[src/rtl/blood_sprite_draw.sv]
// rtl/blood_sprite_draw.sv - HP sprite compositor with ROM latency compensation and hit blink
//
// Purpose: maps the VGA pixel position to a 64x64 sprite ROM address inside a fixed
// window, waits out the ROM's one-cycle read latency and composites opaque sprite
// pixels over bg_rgb. Colour 12'h000 is transparent. After a hit pulse the sprite
// blinks for BLINK_FRAMES*BLINK_TOGGLES frames, starting hidden and ending visible.
//
// Optional feature macro: BLOOD_FLASH_EN (opaque pixels show white while in state ON).
//
// Ports:
//   clk, reset            clock, synchronous active-high reset
//   video_on, x, y        active-video flag and pixel position (stage 0)
//   bg_rgb                background colour aligned with x/y
//   frame_tick, hit       one-cycle pulses: frame start, player damaged
//   rom_row, rom_col      combinational ROM address
//   rom_color             ROM data, one cycle after the address
//   rgb_out, sprite_on    registered composited pixel, opaque-sprite flag (2 clk after x/y)
//   blinking              registered: blink sequence in progress
module blood_sprite_draw #(
    parameter int X0            = 100,
    parameter int Y0            = 40,
    parameter int SPR_W         = 64,
    parameter int SPR_H         = 64,
    parameter int BLINK_FRAMES  = 8,
    parameter int BLINK_TOGGLES = 6
) (
    input  logic        clk,
    input  logic        reset,
    input  logic        video_on,
    input  logic [9:0]  x,
    input  logic [9:0]  y,
    input  logic [11:0] bg_rgb,
    input  logic        frame_tick,
    input  logic        hit,
    output logic [5:0]  rom_row,
    output logic [5:0]  rom_col,
    input  logic [11:0] rom_color,
    output logic [11:0] rgb_out,
    output logic        sprite_on,
    output logic        blinking
);

    localparam int FW = (BLINK_FRAMES  > 1) ? $clog2(BLINK_FRAMES)  : 1;
    localparam int TW = (BLINK_TOGGLES > 1) ? $clog2(BLINK_TOGGLES) : 1;

    localparam logic [FW-1:0] F_RELOAD = FW'(BLINK_FRAMES - 1);
    localparam logic [TW-1:0] T_RELOAD = TW'(BLINK_TOGGLES - 1);

    // 11-bit bounds so X0+SPR_W cannot overflow the 10-bit coordinate range
    localparam logic [10:0] X_LO  = 11'(X0);
    localparam logic [10:0] X_HI  = 11'(X0 + SPR_W);
    localparam logic [10:0] Y_LO  = 11'(Y0);
    localparam logic [10:0] Y_HI  = 11'(Y0 + SPR_H);
    localparam logic [10:0] X_MAX = 11'd640;
    localparam logic [10:0] Y_MAX = 11'd480;

    // Only the low 6 bits of the offset are needed: (x-X0) mod 64 = x[5:0]-X0[5:0]
    localparam logic [5:0] X0_L = 6'(X0);
    localparam logic [5:0] Y0_L = 6'(Y0);

    typedef enum logic [1:0] {
        IDLE = 2'd0,
        OFF  = 2'd1,
        ON   = 2'd2
    } state_t;

    state_t        state, state_n;
    logic [FW-1:0] fcnt, fcnt_n;
    logic [TW-1:0] tcnt, tcnt_n;

    logic [10:0] xe, ye;
    logic        in_win;
    logic        win_d, von_d;
    logic [11:0] bg_d;
    logic        vis;
    logic        opaque;
    logic [11:0] spr_color;

    // ---------------- Stage 0: window test and ROM address ----------------
    assign xe = {1'b0, x};
    assign ye = {1'b0, y};

    // The X_MAX/Y_MAX terms drop window parts that fall off the visible screen
    assign in_win = (xe >= X_LO) && (xe < X_HI) && (xe < X_MAX) &&
                    (ye >= Y_LO) && (ye < Y_HI) && (ye < Y_MAX);

    assign rom_col = in_win ? (x[5:0] - X0_L) : 6'd0;
    assign rom_row = in_win ? (y[5:0] - Y0_L) : 6'd0;

    // ---------------- Stage 2 combinational terms ----------------
    // The current state register applies to the pixel entering stage 2 now,
    // so a state change is seen one cycle after the edge that made it.
    assign vis    = (state != OFF);
    assign opaque = win_d && (rom_color != 12'h000) && vis;

`ifdef BLOOD_FLASH_EN
    assign spr_color = (state == ON) ? 12'hFFF : rom_color;
`else
    assign spr_color = rom_color;
`endif

    // ---------------- Pixel pipeline ----------------
    always_ff @(posedge clk) begin
        if (reset) begin
            win_d     <= 1'b0;
            von_d     <= 1'b0;
            bg_d      <= 12'h000;
            rgb_out   <= 12'h000;
            sprite_on <= 1'b0;
        end else begin
            win_d <= in_win;
            von_d <= video_on;
            bg_d  <= bg_rgb;
            if (!von_d) begin
                rgb_out   <= 12'h000;
                sprite_on <= 1'b0;
            end else if (opaque) begin
                rgb_out   <= spr_color;
                sprite_on <= 1'b1;
            end else begin
                rgb_out   <= bg_d;
                sprite_on <= 1'b0;
            end
        end
    end

    // ---------------- Blink FSM ----------------
    always_ff @(posedge clk) begin
        if (reset) begin
            state    <= IDLE;
            fcnt     <= '0;
            tcnt     <= '0;
            blinking <= 1'b0;
        end else begin
            state    <= state_n;
            fcnt     <= fcnt_n;
            tcnt     <= tcnt_n;
            blinking <= (state_n != IDLE);
        end
    end

    always_comb begin
        state_n = state;
        fcnt_n  = fcnt;
        tcnt_n  = tcnt;
        if (hit) begin
            // hit takes priority over a coincident frame_tick
            state_n = OFF;
            fcnt_n  = F_RELOAD;
            tcnt_n  = T_RELOAD;
        end else begin
            case (state)
                OFF, ON: begin
                    if (frame_tick) begin
                        if (fcnt != '0) begin
                            fcnt_n = fcnt - 1'b1;
                        end else if (tcnt != '0) begin
                            state_n = (state == OFF) ? ON : OFF;
                            tcnt_n  = tcnt - 1'b1;
                            fcnt_n  = F_RELOAD;
                        end else begin
                            state_n = IDLE;
                        end
                    end
                end
                IDLE:    state_n = IDLE;
                default: state_n = IDLE;
            endcase
        end
    end

endmodule
[config.mk]
export PLATFORM = sky130hd
export DESIGN_NAME = blood_sprite_draw
export DESIGN_NICKNAME = d
export VERILOG_FILES = /design/src/rtl/blood_sprite_draw.sv
export SDC_FILE = /design/constraint.sdc
export NUM_CORES = 1
export LEC_CHECK = 0
export CAP_MARGIN = 20
export CORE_ASPECT_RATIO = 1.2
export CORE_MARGIN = 8
export CORE_UTILIZATION = 38
export DETAILED_ROUTE_END_ITERATION = 8
export GPL_ROUTABILITY_DRIVEN = 0
export PLACE_DENSITY = 0.76
export SLEW_MARGIN = 20
export SYNTH_ARGS = -nofsm -noshare
export SYNTH_HDL_FRONTEND = slang
export SYNTH_SLANG_ARGS = --single-unit
[constraint.sdc]
create_clock -name clk -period 2.2 [get_ports clk]
set_input_delay 0.44 -clock clk [delete_from_list [all_inputs] [get_ports clk]]
set_output_delay 0.44 -clock clk [all_outputs]
set_load 0.005 [all_outputs]
==> flow_summary_export.csv <==
group,metric,value,unit
global_routing,track_usage,0.140,
timing,hold_viol,0,
die,start_util,0.395,
global_routing,antenna_found_initial,0,
cts,cts_root_buffer,"clkbuf_8",
layout,n_antenna_cell,0,
synthesis,synth_largest_area_cell,"dfxtp_1",
global_routing,grt_use_met2,0.244,
timing,fin_ws,-0.185,ns
timing,tns,-0.978,ns
synthesis,yosysWarnings,0,
drt,drt-vias-per-instance,4.86,
critical_path,r2r-start,"fcnt[0]",
cts,cts_buffer_depth,2,
critical_path,worstPathCellList,"buf_8 > inv_6 > ha_4 > nor3b_2 > o211ai_1 > a2111o_1 > buf_6 > buf_6 > nor2_2 > buf_2",
power,p_per_area,562,nW/um^2
timing,setup-violations-final,10,
power,power,1480,uW
critical_path,r2r_slack,0.49,ns
drt,routed_wl,4410,um
critical_path,r2r-end,"blinking",
worst_hold_path,worstHoldPathCells,1,
global_routing,use_met3,0.0677,
global_routing,grt_pass1_wl,7000,um
drt,ant_nets,0,
critical_path,worst_setup_path_start_kind,"input port",
critical_path,crit_family,"compound AO/OA/AOI/OAI gates",
timing,min_period,2.38,ns
die,die-area,6400,sq um
global_routing,grtUsageMet1,0.133,
power,peakVddDrop,0.257,mV
timing,worst_pin_slew,0.371,ns
die,dieWidth,74.4,um
layout,drive_above_1_share,0.242,
synthesis,ys_types,40,
timing,fin_skew,0.00299,ns
critical_path,critPathCaptureType,"output port",
critical_path,worst-path-buf-inv,5,
critical_path,crit_type,"input port to output port",
synthesis,synth_nets,211,
cts,cts_tree,"yes",
die,die_height,86.1,um
cts,holdBufCountCts,0,
drt,dr.first_iter.drc_count,62,
synthesis,syn_inst,154,
layout,fill_cells,337,
critical_path,worstPathArrival,1.94,ns
die,design.core.area,3940,sq um
drt,remaining_drc_errors,0,
cts,clk_pin_slew,0.07,ns
global_routing,grt-busiest-layer,"met2",
worst_hold_path,min_delay_worst_endpoint,"rgb_out[10]",
synthesis,ys_ff_latch,36,
critical_path,slowest_stage,"a2111o_1",
synthesis,synth_area_leaders,"dfxtp_1 (46%), a22o_1 (6.8%), ha_1 (6.4%), nor2b_1 (6.4%), inv_1 (3.1%)",
timing,whs,0.439,ns
synthesis,ys_seq_area_frac,0.463,
cts,clk_latency,0.28,ns
die,io_pins,75,
critical_path,worst_path_most_repeated_cell,"buf_6",
status,violations,"setup timing",
critical_path,cp.required,1.76,ns
global_routing,grt_pass1_vias,1579,
critical_path,reg2reg_depth,6,
timing,slew_headroom,0.752,
status,status,"finished with violations",
synthesis,synth.avg_cell_area,10.1,sq um
timing,fmax,0.419,GHz
die,rows,25,
run,maxCapViolCount,0,
drt,first_pass_iters,6,
synthesis,syn_area,1560,sq um
cts,cts_buffers,5,
critical_path,crit_fanout,4,
placed_design,io_buffer_count,74,
layout,utilization,0.667,
worst_hold_path,worstHoldStart,"bg_d[10]",
critical_path,crit_path_max_incr_delay,0.46,ns
layout,fin_nets,308,
timing,min_period_over_period,1.08,
timing,rsz0062_at_grt,"true",
synthesis,netlist.area_leader.share,0.463,
drt,vias,1488,
worst_hold_path,holdCritPathClass,"flop to flop",
global_routing,grt_max_degree,23,
timing,slew_violations,0,
cts,clock_sinks,36,
global_routing,grt-ovfl-total,0,
placed_design,place_hpwl,3380,um
layout,syn_to_final_growth,68.9,%
power,p_leak,0.00111,uW
cts,htreeDepth,2,
drt,wire_per_inst,14.4,um
## stage by stage
| step | area [sq um] | std cells | worst slack, ns |
|---|---|---|---|
| after floorplan | 1560 | 154 | 0.205 |
| after CTS | 2630 | 306 | -0.113 |
| after global routing | 2630 | 306 | -0.214 |
| final | 2630 | 306 | -0.185 |
| after global placement | 2450 | 291 | -0.831 |
| after detailed placement | 2450 | 291 | -0.908 |
## flip-flops by register name, summed over array words and instances (netlist names)
signal,count
fcnt,3
state,2
rgb_out,12
win_d,1
sprite_on,1
von_d,1
blinking,1
tcnt,3
bg_d,12
## what timing repair did
action	CTS	global route
buffers inserted	8	0
endpoints found under the setup margin	12	12
resized for setup	90	9
pin swaps	13	5
endpoints found under the hold margin	0	0
## layout by cell type (no fill, tap or decap), drive strengths merged, types with 4 or more instances in the layout
master	synthesis	layout
a22o	12	12
nor2	8	8
clkdlybuf4s50	0	46
a21oi	6	6
buf	2	31
nand2b	4	4
dlygate4sd2	0	9
and3	7	7
dfxtp	36	36
inv	13	13
nor3	4	4
clkbuf	2	9
clkdlybuf4s15	0	5
ha	8	8
nor2b	16	16
## how the worst max path moves through the flow
stage / startpoint / endpoint / slack (ns) / depth (start not counted)
after floorplan: x[3] / rom_col[4] / 0.20 / 6
after global placement: x[3] / rom_col[4] / -0.83 / 8
after detailed placement: x[3] / rom_col[4] / -0.91 / 8
after CTS: x[3] / rom_col[5] / -0.11 / 10
after global routing: x[3] / rom_row[5] / -0.21 / 10
final: x[3] / rom_row[5] / -0.18 / 10
## cell type report
cell class,count,area [sq um],area share
flip-flops and latches,36,721,0.274
multi-input cells,101,842,0.320
clock inverters,2,35.0,0.0133
well taps,54,67.6,0.0257
inverters,13,56.3,0.0214
repair buffers,94,833,0.317
clock buffers,6,72.6,0.0276
## cells by family (layout without fill, tap and decap cells)
group	after synthesis	after routing	share of synthesized area
simple gates	55	55	0.220
fa+ha+maj	8	8	0.0644
buf+inv	17	115	0.0443
xor+xnor	5	5	0.0282
mux	1	1	0.00724
flops	36	36	0.463
compound gates	32	32	0.173
## report_power, final
| part | internal [uW] | total, uW | switching (uW) |
|---|---|---|---|
| registers | 678 | 689 | 10.8 |
| clock network | 336 | 554 | 219 |
| logic | 139 | 232 | 93.8 |
## synth_stat cells
cell and count:
o31a_1 1, a41oi_1 1, a2111oi_4 1, or2_1 1, nor2b_1 16, nor3_2 1
buf_2 1, nand3b_1 1, nand2b_1 4, a22o_1 12, and2_1 1, a311oi_2 1
or3_4 1, nor4b_1 1, nand2_1 2, nor2_1 8, or4_1 1, clkbuf_1 2
nor3b_1 1, mux2_2 1, a21oi_1 6, buf_4 1, a31oi_1 1, dfxtp_1 36
and3_1 7, ha_1 8, o21ai_0 3, o211ai_1 1, inv_1 13, o311a_1 1
a2111o_1 1, xnor2_1 2, a211oi_1 2, nand4_1 1, nor4_1 3, nand3_1 2
a2111oi_0 1, nor3_1 3, nand3b_4 1, xor2_1 3
## metal layers
layer,up-vias,part of all wire
met4,0,0.015
met5,-,0
met2,64,0.50
li1,737,-
met3,7,0.11
met1,680,0.38
Power figures use the tool's default switching activity.
